File: src/rtl/ps2_key_event_decoder_if.sv
// ---------------------------------------------------------------------------
// ps2_key_event_decoder_if
// Purpose : bundles the scan-byte input strobe and the key-event ready/valid
//           stream of the PS/2 key event decoder.
// Signals : scan_code[7:0], scan_valid   -- byte receiver -> decoder
//           ev_valid, ev_key[5:0], ev_make -- decoder -> consumer (FIFO head)
//           ev_ready                      -- consumer -> decoder (pop)
// Modports: master -- the decoder (consumes scan bytes, produces events)
//           slave  -- the surrounding system (byte receiver + event consumer)
// ---------------------------------------------------------------------------
interface ps2_key_event_decoder_if;
  logic [7:0] scan_code;
  logic       scan_valid;
  logic       ev_valid;
  logic       ev_ready;
  logic [5:0] ev_key;
  logic       ev_make;

  modport master (
    input  scan_code, scan_valid, ev_ready,
    output ev_valid, ev_key, ev_make
  );

  modport slave (
    output scan_code, scan_valid, ev_ready,
    input  ev_valid, ev_key, ev_make
  );
endinterface

File: src/rtl/ps2_key_event_decoder.sv
// ---------------------------------------------------------------------------
// ps2_key_event_decoder
// Purpose : turns PS/2 set-2 scan bytes into make/break events for the keys
//           0-9, a-z and Enter, tracks E0/F0 prefixes, keeps a held-key
//           bitmap, optionally filters typematic repeats and queues events in
//           a small first-word-fall-through FIFO with a registered head.
// Ports   : clk, rst_n        clock / asynchronous active-low reset
//           bus (master)      scan_code/scan_valid in, ev_valid/ev_key/ev_make
//                             out, ev_ready in
//           clr_ovf           clears the sticky overflow flag
//           key_down[36:0]    held-key bitmap (bit i = key index i)
//           any_down          OR of key_down
//           fifo_count        number of queued events
//           overflow          sticky: an event was dropped on a full FIFO
// Key index: 0-9 digits, 10-35 letters a-z, 36 Enter.
// ---------------------------------------------------------------------------
module ps2_key_event_decoder #(
  parameter int FIFO_DEPTH    = 4,
  parameter bit REPEAT_FILTER = 1'b1,
  parameter int TIMEOUT_CYC   = 50000
) (
  input  logic                        clk,
  input  logic                        rst_n,
  ps2_key_event_decoder_if.master     bus,
  input  logic                        clr_ovf,
  output logic [36:0]                 key_down,
  output logic                        any_down,
  output logic [$clog2(FIFO_DEPTH):0] fifo_count,
  output logic                        overflow
);

  localparam int PW = $clog2(FIFO_DEPTH);
  localparam int CW = PW + 1;
  localparam int TW = $clog2(TIMEOUT_CYC);
  localparam logic [TW-1:0] TO_LAST  = TW'(TIMEOUT_CYC - 1);
  localparam logic [CW-1:0] CNT_FULL = CW'(FIFO_DEPTH);

  typedef enum logic [1:0] {
    ST_IDLE    = 2'd0,
    ST_EXT     = 2'd1,
    ST_BRK     = 2'd2,
    ST_EXT_BRK = 2'd3
  } state_t;

  // Scan code -> {hit, key index}. Unmapped codes (including E0/F0) miss.
  function automatic logic [6:0] decode_key(input logic [7:0] code);
    logic [6:0] r;
    case (code)
      8'h45: r = {1'b1, 6'd0};   8'h16: r = {1'b1, 6'd1};
      8'h1E: r = {1'b1, 6'd2};   8'h26: r = {1'b1, 6'd3};
      8'h25: r = {1'b1, 6'd4};   8'h2E: r = {1'b1, 6'd5};
      8'h36: r = {1'b1, 6'd6};   8'h3D: r = {1'b1, 6'd7};
      8'h3E: r = {1'b1, 6'd8};   8'h46: r = {1'b1, 6'd9};
      8'h1C: r = {1'b1, 6'd10};  8'h32: r = {1'b1, 6'd11};
      8'h21: r = {1'b1, 6'd12};  8'h23: r = {1'b1, 6'd13};
      8'h24: r = {1'b1, 6'd14};  8'h2B: r = {1'b1, 6'd15};
      8'h34: r = {1'b1, 6'd16};  8'h33: r = {1'b1, 6'd17};
      8'h43: r = {1'b1, 6'd18};  8'h3B: r = {1'b1, 6'd19};
      8'h42: r = {1'b1, 6'd20};  8'h4B: r = {1'b1, 6'd21};
      8'h3A: r = {1'b1, 6'd22};  8'h31: r = {1'b1, 6'd23};
      8'h44: r = {1'b1, 6'd24};  8'h4D: r = {1'b1, 6'd25};
      8'h15: r = {1'b1, 6'd26};  8'h2D: r = {1'b1, 6'd27};
      8'h1B: r = {1'b1, 6'd28};  8'h2C: r = {1'b1, 6'd29};
      8'h3C: r = {1'b1, 6'd30};  8'h2A: r = {1'b1, 6'd31};
      8'h1D: r = {1'b1, 6'd32};  8'h22: r = {1'b1, 6'd33};
      8'h35: r = {1'b1, 6'd34};  8'h1A: r = {1'b1, 6'd35};
      8'h5A: r = {1'b1, 6'd36};
      default: r = 7'd0;
    endcase
    return r;
  endfunction

  // Registered state
  state_t          state_q, state_d;
  logic [TW-1:0]   to_cnt_q, to_cnt_d;
  logic [36:0]     key_down_q, key_down_d;
  logic            any_down_q, any_down_d;
  logic [6:0]      mem_q [FIFO_DEPTH];
  logic [6:0]      mem_d [FIFO_DEPTH];
  logic [PW-1:0]   wr_ptr_q, wr_ptr_d;
  logic [PW-1:0]   rd_ptr_q, rd_ptr_d;
  logic [CW-1:0]   count_q, count_d;
  logic            overflow_q, overflow_d;
  logic            ev_valid_q, ev_valid_d;
  logic [6:0]      head_q, head_d;

  // Combinational intermediates
  logic            key_req;
  logic            key_make;
  logic [7:0]      key_code;
  logic [6:0]      map_s;
  logic            push_req;
  logic            pop;
  logic            full;
  logic            push_ok;
  logic            drop;

  // Prefix FSM and timeout counter: decides which byte is a make/break request.
  always_comb begin
    state_d  = state_q;
    to_cnt_d = to_cnt_q;
    key_req  = 1'b0;
    key_make = 1'b0;
    key_code = 8'h00;
    if (bus.scan_valid) begin
      to_cnt_d = '0;
      case (state_q)
        ST_IDLE: begin
          if (bus.scan_code == 8'hE0) begin
            state_d = ST_EXT;
          end else if (bus.scan_code == 8'hF0) begin
            state_d = ST_BRK;
          end else begin
            key_req  = 1'b1;
            key_make = 1'b1;
            key_code = bus.scan_code;
          end
        end
        ST_EXT: begin
          if (bus.scan_code == 8'hF0) begin
            state_d = ST_EXT_BRK;
          end else if (bus.scan_code == 8'h5A) begin
            key_req  = 1'b1;
            key_make = 1'b1;
            key_code = 8'h5A;
            state_d  = ST_IDLE;
          end else begin
            // Only Enter is mapped in the extended page.
            state_d = ST_IDLE;
          end
        end
        ST_BRK: begin
          // E0/F0 land here as unmapped codes and simply drop the prefix.
          key_req  = 1'b1;
          key_code = bus.scan_code;
          state_d  = ST_IDLE;
        end
        ST_EXT_BRK: begin
          if (bus.scan_code == 8'h5A) begin
            key_req  = 1'b1;
            key_code = 8'h5A;
          end else begin
            key_req  = 1'b0;
          end
          state_d = ST_IDLE;
        end
        default: begin
          state_d = ST_IDLE;
        end
      endcase
    end else if (state_q != ST_IDLE) begin
      // A stale prefix is abandoned after TIMEOUT_CYC quiet clocks.
      if (to_cnt_q == TO_LAST) begin
        state_d  = ST_IDLE;
        to_cnt_d = '0;
      end else begin
        to_cnt_d = to_cnt_q + TW'(1);
      end
    end else begin
      to_cnt_d = '0;
    end
  end

  // Bitmap update and event generation from a decoded make/break request.
  always_comb begin
    map_s      = decode_key(key_code);
    key_down_d = key_down_q;
    push_req   = 1'b0;
    if (key_req && map_s[6]) begin
      if (key_make) begin
        if (!key_down_q[map_s[5:0]]) begin
          key_down_d[map_s[5:0]] = 1'b1;
          push_req               = 1'b1;
        end else begin
          // Typematic repeat of a key that is already held.
          push_req = !REPEAT_FILTER;
        end
      end else begin
        if (key_down_q[map_s[5:0]]) begin
          key_down_d[map_s[5:0]] = 1'b0;
          push_req               = 1'b1;
        end else begin
          push_req = 1'b0;
        end
      end
    end else begin
      push_req = 1'b0;
    end
    any_down_d = |key_down_d;
  end

  // Event FIFO: push/pop bookkeeping, overflow flag and registered head.
  always_comb begin
    pop        = ev_valid_q && bus.ev_ready;
    full       = (count_q == CNT_FULL);
    // A same-cycle pop frees the slot even when full.
    push_ok    = push_req && (!full || pop);
    drop       = push_req && full && !pop;
    mem_d      = mem_q;
    wr_ptr_d   = wr_ptr_q;
    rd_ptr_d   = rd_ptr_q;
    count_d    = count_q;
    overflow_d = overflow_q;
    head_d     = head_q;
    ev_valid_d = 1'b0;
    if (push_ok) begin
      mem_d[wr_ptr_q] = {map_s[5:0], key_make};
      wr_ptr_d        = wr_ptr_q + PW'(1);
    end else begin
      wr_ptr_d = wr_ptr_q;
    end
    if (pop) begin
      rd_ptr_d = rd_ptr_q + PW'(1);
    end else begin
      rd_ptr_d = rd_ptr_q;
    end
    case ({push_ok, pop})
      2'b10:   count_d = count_q + CW'(1);
      2'b01:   count_d = count_q - CW'(1);
      default: count_d = count_q;
    endcase
    // A drop in the same cycle as clr_ovf keeps the flag set.
    if (drop) begin
      overflow_d = 1'b1;
    end else if (clr_ovf) begin
      overflow_d = 1'b0;
    end else begin
      overflow_d = overflow_q;
    end
    // The head register follows the next oldest entry; when the FIFO
    // drains it keeps the last event so ev_key/ev_make hold steady.
    if (count_d != '0) begin
      head_d     = mem_d[rd_ptr_d];
      ev_valid_d = 1'b1;
    end else begin
      head_d     = head_q;
      ev_valid_d = 1'b0;
    end
  end

  // State register for FSM, timeout, bitmap and FIFO.
  always_ff @(posedge clk or negedge rst_n) begin
    if (!rst_n) begin
      state_q    <= ST_IDLE;
      to_cnt_q   <= '0;
      key_down_q <= '0;
      any_down_q <= 1'b0;
      for (int i = 0; i < FIFO_DEPTH; i++) begin
        mem_q[i] <= '0;
      end
      wr_ptr_q   <= '0;
      rd_ptr_q   <= '0;
      count_q    <= '0;
      overflow_q <= 1'b0;
      ev_valid_q <= 1'b0;
      head_q     <= '0;
    end else begin
      state_q    <= state_d;
      to_cnt_q   <= to_cnt_d;
      key_down_q <= key_down_d;
      any_down_q <= any_down_d;
      mem_q      <= mem_d;
      wr_ptr_q   <= wr_ptr_d;
      rd_ptr_q   <= rd_ptr_d;
      count_q    <= count_d;
      overflow_q <= overflow_d;
      ev_valid_q <= ev_valid_d;
      head_q     <= head_d;
    end
  end

  assign bus.ev_valid = ev_valid_q;
  assign bus.ev_key   = head_q[6:1];
  assign bus.ev_make  = head_q[0];
  assign key_down     = key_down_q;
  assign any_down     = any_down_q;
  assign fifo_count   = count_q;
  assign overflow     = overflow_q;

endmodule

File: src/flat_wrapper.sv
// flat-port wrapper written by rule: the top's interface ports become plain ports
module ps2_key_event_decoder_flat 
#(
  parameter int FIFO_DEPTH    = 4,
  parameter bit REPEAT_FILTER = 1'b1,
  parameter int TIMEOUT_CYC   = 50000
)
  (clk, rst_n, clr_ovf, key_down, any_down, fifo_count, overflow, bus_scan_code, bus_scan_valid, bus_ev_ready, bus_ev_valid, bus_ev_key, bus_ev_make);
  ps2_key_event_decoder_if bus_i ();
  input  logic clk;
  input  logic rst_n;
  input  logic clr_ovf;
  output logic [36:0] key_down;
  output logic any_down;
  output logic [$clog2(FIFO_DEPTH):0] fifo_count;
  output logic overflow;
  input wire logic [$bits(bus_i.scan_code)-1:0] bus_scan_code;
  input wire logic [$bits(bus_i.scan_valid)-1:0] bus_scan_valid;
  input wire logic [$bits(bus_i.ev_ready)-1:0] bus_ev_ready;
  output wire logic [$bits(bus_i.ev_valid)-1:0] bus_ev_valid;
  output wire logic [$bits(bus_i.ev_key)-1:0] bus_ev_key;
  output wire logic [$bits(bus_i.ev_make)-1:0] bus_ev_make;
  assign bus_i.scan_code = bus_scan_code;
  assign bus_i.scan_valid = bus_scan_valid;
  assign bus_i.ev_ready = bus_ev_ready;
  assign bus_ev_valid = bus_i.ev_valid;
  assign bus_ev_key = bus_i.ev_key;
  assign bus_ev_make = bus_i.ev_make;
  ps2_key_event_decoder #(.FIFO_DEPTH(FIFO_DEPTH), .REPEAT_FILTER(REPEAT_FILTER), .TIMEOUT_CYC(TIMEOUT_CYC)) u_core (.clk(clk), .rst_n(rst_n), .bus(bus_i), .clr_ovf(clr_ovf), .key_down(key_down), .any_down(any_down), .fifo_count(fifo_count), .overflow(overflow));
endmodule
File: config.mk
export PLATFORM = sky130hd
export DESIGN_NAME = ps2_key_event_decoder_flat
export DESIGN_NICKNAME = d
export VERILOG_FILES = /design/src/rtl/ps2_key_event_decoder_if.sv /design/src/rtl/ps2_key_event_decoder.sv /design/src/flat_wrapper.sv
export SDC_FILE = /design/constraint.sdc
export NUM_CORES = 1
export LEC_CHECK = 0
export ABC_AREA = 1
export ABC_CLOCK_PERIOD_IN_PS = 5600
export CAP_MARGIN = 5
export CORE_UTILIZATION = 40
export DETAILED_ROUTE_END_ITERATION = 7
export GPL_TIMING_DRIVEN = 0
export PLACE_DENSITY = 0.58
export REMOVE_ABC_BUFFERS = 1
export SLEW_MARGIN = 20
export SYNTH_ARGS = -nofsm -noshare
export SYNTH_HDL_FRONTEND = slang
export SYNTH_SLANG_ARGS = --single-unit
File: constraint.sdc
create_clock -name clk -period 5.6 [get_ports clk]
set_input_delay 1.12 -clock clk [delete_from_list [all_inputs] [get_ports clk]]
set_output_delay 1.12 -clock clk [all_outputs]
set_load 0.05 [all_outputs]
==> flow_summary.json, run 1 <==
{
  "clock_sinks": 100,
  "sw_frac_of_total_pct": 50.9,
  "antenna_found_initial": 0,
  "drtIter0Drc": 512,
  "tightest_slew_ns": 1.00,
  "p_seq_share_pct": 25.0,
  "initial_core_util_pct": 40.8,
  "htreeDepth": 3,
  "power.switching_mw": 2.12,
  "die_h_um": 135,
  "hold_viol_final": 0,
  "vias": 6885,
  "grt_pass1_vias": 6418,
  "drt-vias-per-instance": 5.24,
  "cts_tree": "done",
  "insertion_delay_ns": 0.35,
  "grt_pass1_wl_um": 32600,
  "dieArea_um2": 18100,
  "drt_first_pass_iters": 5,
  "slowest_delay_ns": 0.45,
  "finClkSkew_ns": 0.00811,
  "std_cell_rows": 48,
  "yosysMostFrequentCell": "nand2_1",
  "met1_length_um": 9720,
  "ys_seq_elements": 100,
  "ir_worst_vdd_mv": 0.269,
  "hold_ws_ns": 0.473,
  "detail-route-antenna-nets": 0,
  "setup_ws_ns": 0.339,
  "crit_type": "in -> reg",
  "ys.flop_type": "dfrtp_1",
  "netlist_area_um2": 7040,
  "drc": 0,
  "crit_fanout": 8,
  "postSynth.asyncResetShare_pct": 100,
  "gp_congestion": 0.847,
  "place_ws_ns": -1.35,
  "cts_buffers": 9,
  "p_clk_share_pct": 16.6,
  "cts-root-buf": "clkbuf_16",
  "ys_seq_area_share_pct": 35.5,
  "port_buffers": 62,
  "ys_top_cells_by_count": "nand2_1, nand3_1, dfrtp_1",
  "cts_hold_buf": 0,
  "drv_cap": 0,
  "gr-total-overflow": 0,
  "clk_pin_slew_worst_paths_ns": 0.07,
  "hp-class": "reg -> reg",
  "critPathLaunchType": "input pin",
  "yosys-top-cells-area": "dfrtp_1, nand2_1, nand3_1",
  "die_w_um": 135,
  "synthCells": 1026,
  "num-fill-cells": 1737,
  "pwr-share-comb_pct": 58.4,
  "cts_buffer_depth": 2,
  "grt_max_degree": 59,
  "ys_warn_count": 0,
  "cp.arrival_ns": 5.51,
  "yosysTopAreaCell": "dfrtp_1",
  "crit_top_cell": "nand2_1",
  "core_area_um2": 17200,
  "endpoint_kind": "register",
  "dr_wl_met2_um": 8920,
  "leakagePower_nw": 4.28,
  "routed.top_layer": "met4",
  "area_growth_pct": 21.4,
  "setup_viol": 0,
  "totalWireLength_um": 19800,
  "yosysUniqueCellTypes": 51,
  "clock.fmax_mhz": 190,
  "slew_headroom_pct": 33.2,
  "finalCritPeriodShare_pct": 93.9,
  "status": "finished clean",
  "io_pins": 63,
  "pwr_density_cell_nw_per_um2": 486,
  "report.final.slew_viol_count": 0,
  "slowest_stage": "fa_1",
  "synth_edf_count": 0,
  "routedWlPerCell_um": 15.1,
  "period_minus_slack_ns": 5.26,
  "track_usage_pct": 22.7,
  "antenna_cells": 0,
  "p_int_mw": 2.04,
  "dp_hpwl_um": 13400,
  "syn_avg_cell_area_um2": 6.86,
  "cp.required_ns": 5.85,
  "final_layout_size_suffix_gt1_share_pct": 11.2,
  "met3WireLength_um": 844,
  "netlist.area_leader.share_pct": 35.5,
  "nets": 1111
}
==> metal layers <==
| metal | vias up | GRT usage [%] |
|---|---|---|
| met5 | - | 0 |
| met1 | 3191 | 31.8 |
| met2 | 181 | 36.7 |
| met3 | 24 | 2.70 |
| li1 | 3489 | - |
| met4 | 0 | 6.37 |
==> layout make-up <==
type / count / area, um2 / area share, %
Clock buffer: 10 / 239 / 2.80
Inverter: 111 / 427 / 4.99
Multi-Input combinational cell: 784 / 4200 / 49.2
Timing Repair Buffer: 80 / 811 / 9.49
Tap cell: 225 / 282 / 3.29
Clock inverter: 5 / 85.1 / 0.996
Sequential cell: 100 / 2500 / 29.3
==> state kept, by name, summed over array words and instances (netlist names) <==
register,count
u_core.head_q,7
u_core.key_down,37
u_core.mem_q,28
u_core.wr_ptr_q,2
u_core.to_cnt_q,16
u_core.fifo_count,3
u_core.overflow,1
u_core.any_down,1
u_core.state_q,2
u_core.bus.ev_valid,1
u_core.rd_ptr_q,2
==> cell families (layout without fill, tap and decap cells) <==
family	count (synthesis)	after routing	synth area share, %
AOI/OAI and AO/OA	143	143	11.7
xor gates and xnor gates	3	3	0.373
adders and majority gates	12	12	2.24
buffers and inverters	146	206	8.60
DFF	100	100	35.5
muxes	20	20	2.90
and+or+nand+nor	602	606	38.7
==> critical path, delay by kind of cell <==
family          cells  cell delay (ns)
compound gates      4             0.83
fa+ha+maj           2             0.63
buf+inv             5             0.55
simple gates       22             2.37
==> per-stage QoR <==
stage | instances | utilization [%] | setup TNS [ns] | power, mW | cell area, um2
2_1_floorplan | 991 | - | -12.04 | 2.59 | 6860
3_3_place_gp | 1278 | 45.0 | -270.52 | 3.22 | 7760
3_5_place_dp | 1282 | 45.5 | -39.66 | 3.25 | 7840
4_1_cts | 1309 | 48.8 | 0 | 4.11 | 8410
5_1_grt | 1315 | 49.6 | -0.237 | 4.46 | 8550
6_report | 1315 | 49.6 | 0 | 4.15 | 8550
==> power groups by stage <==
stage               combinational (mW)  sequential (mW)  clock, mW
CTS                               2.36             1.04      0.706
floorplan                         1.26             1.33          0
global placement                  2.17             1.05          0
detailed placement                2.20             1.05          0
finish                            2.43             1.04      0.691
global route                      2.67             1.06      0.735
==> cell usage in the layout, fill, tap and decap left out, types with 5 or more instances in the layout <==
master,count
inv_1,95
dlymetal6s2s_1,7
nand3_1,100
mux2i_1,17
a21oi_1,30
o21ai_1,11
a21boi_0,5
nor2_1,64
clkbuf_16,9
nand2_4,13
clkdlybuf4s50_1,52
a31oi_1,6
inv_2,8
nor3_1,9
nand2_2,11
nand4_1,31
dfrtp_1,100
buf_4,14
nor2_2,5
nand2_1,336
nand3_2,7
o21ai_0,65
nand2_8,6
ha_1,9
nor2_4,9
==> worst paths after layout <==
kind / start / to / slack (ns) / depth (start not counted)
worst max-delay path: bus_scan_code[0] / u_core.head_q[3] / 0.34 / 33
worst min-delay path: u_core.to_cnt_q[0] / u_core.to_cnt_q[0] / 0.47 / 1
worst max register to register: u_core.state_q[0] / u_core.head_q[3] / 0.98 / 33
worst min register to register: u_core.to_cnt_q[0] / u_core.to_cnt_q[0] / 0.47 / 1
max in group asynchronous: rst_n / u_core.to_cnt_q[9] / 4.28 / 2
min in group asynchronous: rst_n / u_core.key_down[26] / 0.68 / 1
==> repair_timing <==
action | in CTS | in global routing
resized for setup | 33 | 30
gates cloned | 3 | 1
setup buffers | 9 | 5
endpoints found under the setup margin | 41 | 20
endpoints found under the hold margin | 0 | 0
pin swaps | 7 | 11
No activity file was read; power rests on OpenSTA's default activity.
==> inputs of run 2 (changes only) <==
--- a/config.mk
+++ b/config.mk
@@ -8,9 +8,9 @@
 export ABC_AREA = 1
 export ABC_CLOCK_PERIOD_IN_PS = 5600
 export CAP_MARGIN = 5
+export CORE_MARGIN = 5
 export CORE_UTILIZATION = 40
 export DETAILED_ROUTE_END_ITERATION = 7
-export GPL_TIMING_DRIVEN = 0
 export PLACE_DENSITY = 0.58
 export REMOVE_ABC_BUFFERS = 1
 export SLEW_MARGIN = 20
==> run 2 against run 1 <==
Clock skew grew 0.0068 ns. Register-to-register slack gained 0.14 ns. Worst setup slack gained 0.055 ns. Via count grew 2.4%. Die area grew 12%. Clock power grew 1%. First-iteration DRC count grew 6.1%. Routed wire length grew 2.0%. Sequential share of layout area grew 0.13 points. Critical path depth grew 3. Non-clock buffer count grew 33. Count of clock-buffer cells in the layout is the same. Critical path type unchanged. Critical endpoint is now u_core.head_q[1].
==> flow_summary.json, run 2 (synthesis results as in run 1) <==
{
  "cts_setup_buffers": 0,
  "whs_endpoint": "u_core.to_cnt_q[0]",
  "hp-class": "reg -> reg",
  "routedWlPerCell_um": 15.0,
  "register_area_um2": 2500,
  "reg2reg_from": "u_core.state_q[0]",
  "die_w_um": 143,
  "cp.arrival_ns": 5.46,
  "r2r_slack_ns": 1.12,
  "drt_first_pass_iters": 5,
  "cts_resized": 0,
  "gp_congestion": 0.899,
  "io_pins": 63,
  "cts_buffers": 9,
  "min_from": "u_core.to_cnt_q[0]",
  "insertion_delay_ns": 0.36,
  "stdcell_area_um2": 8510,
  "cts_buffer_depth": 2,
  "track_usage_pct": 20.4,
  "final_common_cell": "nand2_1",
  "drc": 0,
  "slowest_delay_ns": 0.54,
  "period_minus_slack_ns": 5.21,
  "final_cells": 1345,
  "slowest_stage": "clkdlybuf4s50_1",
  "totalWireLength_um": 20200,
  "crit_top_cell": "nand2_1",
  "place_ws_ns": -0.0418,
  "port_buffers": 62,
  "crit_type": "in -> reg",
  "htreeDepth": 3,
  "vias": 7048,
  "cts_hold_buf": 0,
  "dieArea_um2": 20400,
  "setup_ws_ns": 0.395,
  "clock.fmax_mhz": 192,
  "largest_reg_flops": 37,
  "tightest_slew_ns": 0.843,
  "status": "finished clean",
  "report.final.slew_viol_count": 0,
  "reg2reg_depth": 34,
  "min_delay_path_depth": 1,
  "finClkSkew_ns": 0.0149,
  "clk_pin_slew_worst_paths_ns": 0.08,
  "final_cell_mix": "nand2_1, nand3_1, dfrtp_1",
  "dp_hpwl_um": 14700,
  "antenna_found_initial": 0,
  "ir_worst_vdd_mv": 0.257,
  "area_growth_pct": 20.8,
  "std_cell_rows": 48,
  "num-fill-cells": 1775,
  "pwr_density_cell_nw_per_um2": 480,
  "die_h_um": 143,
  "drv_cap": 0,
  "drtIter0Drc": 543,
  "grt_pass1_vias": 6620,
  "nets": 1140,
  "hold_viol_final": 0,
  "placed_cell_area_um2": 8150,
  "multiInputGateArea_um2": 3980,
  "gr-total-overflow": 0,
  "antenna_cells": 0,
  "finalCritPeriodShare_pct": 93.0,
  "hold_ws_ns": 0.474,
  "drt-vias-per-instance": 5.24,
  "r2r_end": "u_core.head_q[1]",
  "detail-route-antenna-nets": 0,
  "cts_tree": "done",
  "setup-tns-final_ns": 0,
  "setup_viol": 0,
  "critPathLaunchType": "input pin",
  "grt_max_degree": 60,
  "final_core_util_pct": 49.2,
  "cp.required_ns": 5.85,
  "clock_sinks": 100,
  "core_area_um2": 17300,
  "grt_pass1_wl_um": 33800,
  "leakagePower_nw": 4.31,
  "initial_core_util_pct": 40.7,
  "slew_headroom_pct": 43.3,
  "cts-root-buf": "clkbuf_16",
  "crit_fanout": 8,
  "power.total_mw": 4.08,
  "dp_cells": 1329,
  "endpoint_kind": "register",
  "final_layout_size_suffix_gt1_share_pct": 11.5
}
-- run 2: cell count changes in the layout (fill, tap and decap cells not counted), moves of 5 or more --
| cell | previous run | this run |
|---|---|---|
| nand3_1 | 100 | 105 |
| nand2_8 | 6 | 1 |
| nand2_1 | 336 | 342 |
| clkdlybuf4s50_1 | 52 | 61 |
| buf_4 | 14 | 52 |
| dlymetal6s2s_1 | 7 | 0 |
-- run 2: worst max-delay path by stage --
stage                     start                to  slack [ns]  depth (start not counted)
3_5_place_dp   bus_scan_code[2]  u_core.head_q[6]       -0.04                         39
5_1_grt        bus_scan_code[4]  u_core.head_q[1]     -0.0001                         39
6_report       bus_scan_code[2]  u_core.head_q[1]        0.39                         36
2_1_floorplan  bus_scan_code[0]  u_core.head_q[0]       -0.54                         24
4_1_cts        bus_scan_code[2]  u_core.head_q[1]        0.34                         39
3_3_place_gp   bus_scan_code[6]  u_core.head_q[1]        0.07                         40
-- run 2: final cells by class --
type,count,share of cell area (%)
clock inverter,6,1.10
inverter,111,4.99
multi-input combinational,780,46.7
sequential,100,29.4
timing repair buffer,113,11.8
clock buffer,10,2.69
tap,225,3.31
-- run 2: power breakdown --
part	switching (mW)	total [mW]	internal (mW)
registers	0.131	1.04	0.906
clock network	0.302	0.699	0.397
logic	1.62	2.35	0.731
total	2.05	4.08	2.03
-- run 2: per-layer routing --
layer	vias up	GRT usage, %	wire, um
met1	3259	28.5	9550
met4	0	7.30	520
met3	37	2.31	981
li1	3535	-	-
met5	-	0	0
met2	217	32.6	9160
-- run 2: worst max-delay path: cells and delay by family --
kind	cells	cell delay [ns]
buffers and inverters	5	1.01
and+or+nand+nor	26	2.28
adders and majority gates	2	0.63
AOI/OAI and AO/OA	3	0.40
==> inputs of run 3 (changes only) <==
--- a/config.mk
+++ b/config.mk
@@ -8,10 +8,12 @@
 export ABC_AREA = 1
 export ABC_CLOCK_PERIOD_IN_PS = 5600
 export CAP_MARGIN = 5
+export CELL_PAD_IN_SITES_DETAIL_PLACEMENT = 1
+export CELL_PAD_IN_SITES_GLOBAL_PLACEMENT = 1
 export CORE_MARGIN = 5
 export CORE_UTILIZATION = 40
 export DETAILED_ROUTE_END_ITERATION = 7
-export PLACE_DENSITY = 0.58
+export PLACE_DENSITY = 0.76
 export REMOVE_ABC_BUFFERS = 1
 export SLEW_MARGIN = 20
 export SYNTH_ARGS = -nofsm -noshare
==> run 3 against run 2 <==
Die area did not move. Final area rose by 0.41%. Count of clock-buffer cells in the layout did not move. First-iteration DRC count fell by 31%. Combinational power rose by 5%. Via count rose by 3.3%. Sequential share of layout area fell by 0.12 points. Final cell count barely moved. Largest cell class unchanged. Highest routed layer unchanged.
==> flow_summary.json, run 3 (synthesis results as in run 1) <==
{
  "final_cell_mix": "nand2_1, nand3_1, dfrtp_1",
  "insertion_delay_ns": 0.36,
  "drt_first_pass_iters": 7,
  "pwr_density_cell_nw_per_um2": 488,
  "cts_hold_buf": 0,
  "grt_max_degree": 69,
  "cts_buffers": 9,
  "drtIter0Drc": 374,
  "stdcell_area_um2": 8540,
  "die_w_um": 143,
  "clk_pin_slew_worst_paths_ns": 0.07,
  "placed_cell_area_um2": 8130,
  "io_pins": 63,
  "whs_endpoint": "u_core.to_cnt_q[0]",
  "area_growth_pct": 21.3,
  "setup_ws_ns": 0.323,
  "reg2reg_from": "u_core.state_q[0]",
  "largest_reg_flops": 37,
  "dp_hpwl_um": 17200,
  "crit_fanout": 10,
  "r2r_end": "u_core.head_q[2]",
  "initial_core_util_pct": 40.7,
  "antenna_found_initial": 0,
  "grt_pass1_vias": 7534,
  "cts_buffer_depth": 2,
  "place_ws_ns": -0.181,
  "hold_viol_final": 0,
  "crit_top_cell": "nand2_1",
  "core_area_um2": 17300,
  "clock_sinks": 100,
  "cp.required_ns": 5.85,
  "drc": 0,
  "totalWireLength_um": 23500,
  "final_layout_size_suffix_gt1_share_pct": 12.5,
  "gp_congestion": 0.907,
  "nets": 1143,
  "hold_ws_ns": 0.460,
  "leakagePower_nw": 4.31,
  "tightest_slew_ns": 0.902,
  "cts_tree": "done",
  "antenna_cells": 0,
  "clock.fmax_mhz": 189,
  "detail-route-antenna-nets": 0,
  "cts-root-buf": "clkbuf_16",
  "vias": 7282,
  "grt_pass1_wl_um": 38500,
  "min_from": "u_core.to_cnt_q[0]",
  "endpoint_kind": "register",
  "setup_viol": 0,
  "slowest_stage": "clkdlybuf4s50_1",
  "status": "finished clean",
  "hp-class": "reg -> reg",
  "ir_worst_vdd_mv": 0.267,
  "slowest_delay_ns": 0.47,
  "critPathLaunchType": "input pin",
  "dieArea_um2": 20400,
  "track_usage_pct": 23.3,
  "min_delay_path_depth": 1,
  "slew_headroom_pct": 39.9,
  "period_minus_slack_ns": 5.28,
  "drv_cap": 0,
  "drt-vias-per-instance": 5.41,
  "final_common_cell": "nand2_1",
  "cp.arrival_ns": 5.52,
  "finClkSkew_ns": 0.0134,
  "std_cell_rows": 48,
  "htreeDepth": 3,
  "finalCritPeriodShare_pct": 94.2,
  "report.final.slew_viol_count": 0,
  "crit_type": "in -> reg",
  "gr-total-overflow": 0,
  "reg2reg_depth": 35,
  "routedWlPerCell_um": 17.4,
  "r2r_slack_ns": 1.06,
  "port_buffers": 62,
  "die_h_um": 143
}
-- run 3: per-stage QoR --
stage	power [mW]	TNS [ns]	instances	util (%)
2_1_floorplan	2.59	-12.04	991	-
3_3_place_gp	3.38	-0.109	1326	47.0
3_5_place_dp	3.43	-1.29	1326	47.0
4_1_cts	4.11	0	1340	48.7
5_1_grt	4.49	-0.146	1346	49.4
6_report	4.17	0	1346	49.4
-- run 3: cell type report --
cell class | instances | area [um2]
Multi-Input combinational cell | 782 | 4030
Tap cell | 225 | 282
Timing Repair Buffer | 114 | 1010
Clock buffer | 10 | 239
Inverter | 111 | 424
Clock inverter | 4 | 58.8
Fill cell | 2251 | 8750
Sequential cell | 100 | 2500
-- run 3: repair_timing --
| item | 4_1_cts | 5_1_grt |
|---|---|---|
| endpoints found under the hold margin | 0 | 0 |
| setup endpoints to repair | 0 | 10 |
| resized for setup | 0 | 19 |
| buffers inserted | 0 | 4 |
-- run 3: where the power goes --
group | switching (mW) | total, mW | internal (mW)
sequential | 0.137 | 1.04 | 0.906
combinational | 1.71 | 2.47 | 0.759
clock | 0.295 | 0.655 | 0.360
-- run 3: how the worst max path moves through the flow --
stage / slack [ns] / startpoint / end
2_1_floorplan: -0.54 / bus_scan_code[0] / u_core.head_q[0]
3_3_place_gp: -0.04 / bus_scan_code[6] / u_core.head_q[0]
3_5_place_dp: -0.18 / bus_scan_code[2] / u_core.head_q[1]
4_1_cts: 0.15 / bus_scan_code[2] / u_core.head_q[6]
5_1_grt: -0.05 / bus_scan_code[7] / u_core.head_q[6]
6_report: 0.32 / bus_scan_code[6] / u_core.head_q[2]
-- run 3: metal layers --
layer,global-route usage (%),wire [um],part of all wire (%)
met5,0,0,0
met2,40.0,11600,49
met3,3.42,843,3.6
met4,6.60,438,1.9
met1,30.7,10600,45
-- run 3: worst max-delay path, delay by kind of cell --
kind | cells | cell delay, ns
adder cells (fa/ha/maj) | 2 | 0.53
AO/OA/AOI/OAI | 2 | 0.24
AND/OR/NAND/NOR | 27 | 2.57
buffers and inverters | 8 | 1.03
==> patch (config.mk and constraints of run 1) <==
Reset style: synchronous (`rst_n`), changed in one clocked block. Comments in the files are not updated.
--- a/src/rtl/ps2_key_event_decoder.sv
+++ b/src/rtl/ps2_key_event_decoder.sv
@@ -239,7 +239,7 @@
   end
 
   // State register for FSM, timeout, bitmap and FIFO.
-  always_ff @(posedge clk or negedge rst_n) begin
+  always_ff @(posedge clk) begin
     if (!rst_n) begin
       state_q    <= ST_IDLE;
       to_cnt_q   <= '0;
Function: changed (Yosys sat finds a counterexample within 4 cycles, from zero or initial values and one cycle with rst_n low; the reset may be asserted at any time).
==> patch against run 1 <==
Sequential share of layout area is 5.1 points lower. Area after synthesis is 2.9% lower. Sequential cell count stayed put. Setup slack better by 0.013 ns. Via count is 4.1% higher. Routed wire length is 0.84% higher. Cell count is 5.9% higher. Design area is 3.0% lower. Hold slack worse by 0.026 ns. Critical endpoint is now u_core.head_q[5]$_SDFFE_PN0P_.
Power is not compared: it rests on default switching activity, and its combinational part moved more than twofold at a synthesized area within 25%.
==> patch: results (changes against run 1) <==
** Finish
- The layout net count came to 1192 (+7.3%).
- Post-route non-filler standard cell count :: 1392 (+5.9%)

** Worst setup path
- The setup slack of the worst register-to-register path is 1.15 ns (+0.17 ns).
- The critical path starts at bus_scan_code[1].
- CP Max Fanout :: 16 (+8)
- Start of the worst register-to-register path :: u_core.state_q[0]$_SDFFE_PN0P_
- The largest stage delay on the critical path is 0.51 ns (+0.06 ns).
- Worst path slowest cell :: sky130_fd_sc_hd__clkdlybuf4s50_1

** GRT
- Overall Global Routing Usage :: 23.1% (+0.42 points)
- Global-route wire length before repair :: 32600 um (about the same)
- Vias in the first global route :: 6491 (+1.1%)

** Status
- The flow ran to the end, and the final reports show no timing, DRC or antenna violations.

** Synth
- The share of synthesized flip-flops with an asynchronous set or reset was 0% (-100 points).
- Cell variety after synth :: 48 (-5.9%)
- Commonest cells in the synthesized netlist :: 324 x sky130_fd_sc_hd__nand2_1, 135 x sky130_fd_sc_hd__nor2_1, 121 x sky130_fd_sc_hd__nand3_1
- The fraction of the yosys area taken by sequential cells came to 29.3% (-6.2 points).
- Post-Syn Area per Cell :: 6.18 um2 (-10%)

** STA
- Post-layout minimum cycle time :: 5.25 ns (-0.0131 ns)
- The slew at the pin closest to its max-slew limit was 0.868 ns (-0.132 ns).
- The worst clock skew on the final layout is 0.00652 ns (-0.00158 ns).

** Routing
- The via count came to 7168 (+4.1%).
- Wire per inst :: 14.3 um (-4.7%)

** Placement
- Worst setup slack before clock tree synthesis :: -0.989 ns (+0.356 ns)
- Final RePlAce weighted congestion :: 0.869 (+2.6%)
- The placed instance count came to 1347 (+5.1%).
- Final HPWL from detailed placement :: 13500 um (+1.0%)
- The placement-stage cell area is 7560 um2 (-3.6%).
[patch: cell count changes after synthesis, sizes merged, moves of 11 or more]
cell   change
nand2     -27
a21oi     +20
nand4     -18
dfrtp    -100
dfxtp    +100
inv       +17
nand3     +21
nor2      +68
mux2i     +11
[patch: critical path: cells and delay by family]
family	cells	cell delay, ns
simple gates	25	2.73
compound gates	1	0.17
buf+inv	4	0.75
fa+ha+maj	2	0.73
[patch: routing by layer]
metal	global-route usage, %	up-vias	routed length (um)
met3	3.49	35	855
met2	38.4	159	9190
li1	-	3694	-
met4	7.15	0	468
met5	0	-	0
met1	30.6	3280	9460
[patch: what timing repair did]
| action | 4_1_cts | 5_1_grt |
|---|---|---|
| gates resized for setup | 22 | 24 |
| endpoints found under the setup margin | 27 | 36 |
| pin swaps | 5 | 13 |
| gates cloned | 2 | 0 |
| endpoints found under the hold margin | 0 | 0 |
| setup buffers | 3 | 24 |
[patch: worst paths after layout]
| kind | cells after the start | end |
|---|---|---|
| hold / removal | 1 | u_core.to_cnt_q[0]$_SDFF_PP0_ |
| hold reg to reg | 1 | u_core.to_cnt_q[0]$_SDFF_PP0_ |
| setup / recovery | 32 | u_core.head_q[5]$_SDFFE_PN0P_ |
| setup reg to reg | 31 | u_core.head_q[5]$_SDFFE_PN0P_ |
[patch: per-stage QoR]
stage               hold slack [ns]  total power [mW]  util, %
floorplan                     0.418              1.48        -
global placement              0.433              1.73     45.2
detailed placement            0.435              1.73     45.4
CTS                           0.451              2.42     48.1
global route                  0.475              2.60     49.8
finish                        0.447              2.45     49.8
[patch: where the power goes]
part | switching (mW) | total (mW) | internal, mW
combinational | 0.681 | 1.00 | 0.324
clock | 0.299 | 0.658 | 0.359
sequential | 0.0293 | 0.787 | 0.758
total | 1.01 | 2.45 | 1.44
[patch: cell families (layout without fill, tap and decap cells)]
logic type / count (synthesis) / count (layout) / synth area share (%)
flip-flops: 100 / 100 / 29.3
multiplexers: 28 / 28 / 4.10
AND/OR/NAND/NOR: 655 / 657 / 43.0
adder cells (fa/ha/maj): 12 / 12 / 2.31
XOR/XNOR: 5 / 5 / 0.641
AO/OA/AOI/OAI: 139 / 139 / 10.7
buffers and inverters: 167 / 231 / 9.94
[patch: final cells by class]
cell class              count  area [um2]
repair buffers             91         885
multi-input cells         841        4350
clock inverters             6        61.3
inverters                 124         479
fillers                  1738        8350
well taps                 220         275
flip-flops and latches    100        2000
clock buffers              10         239
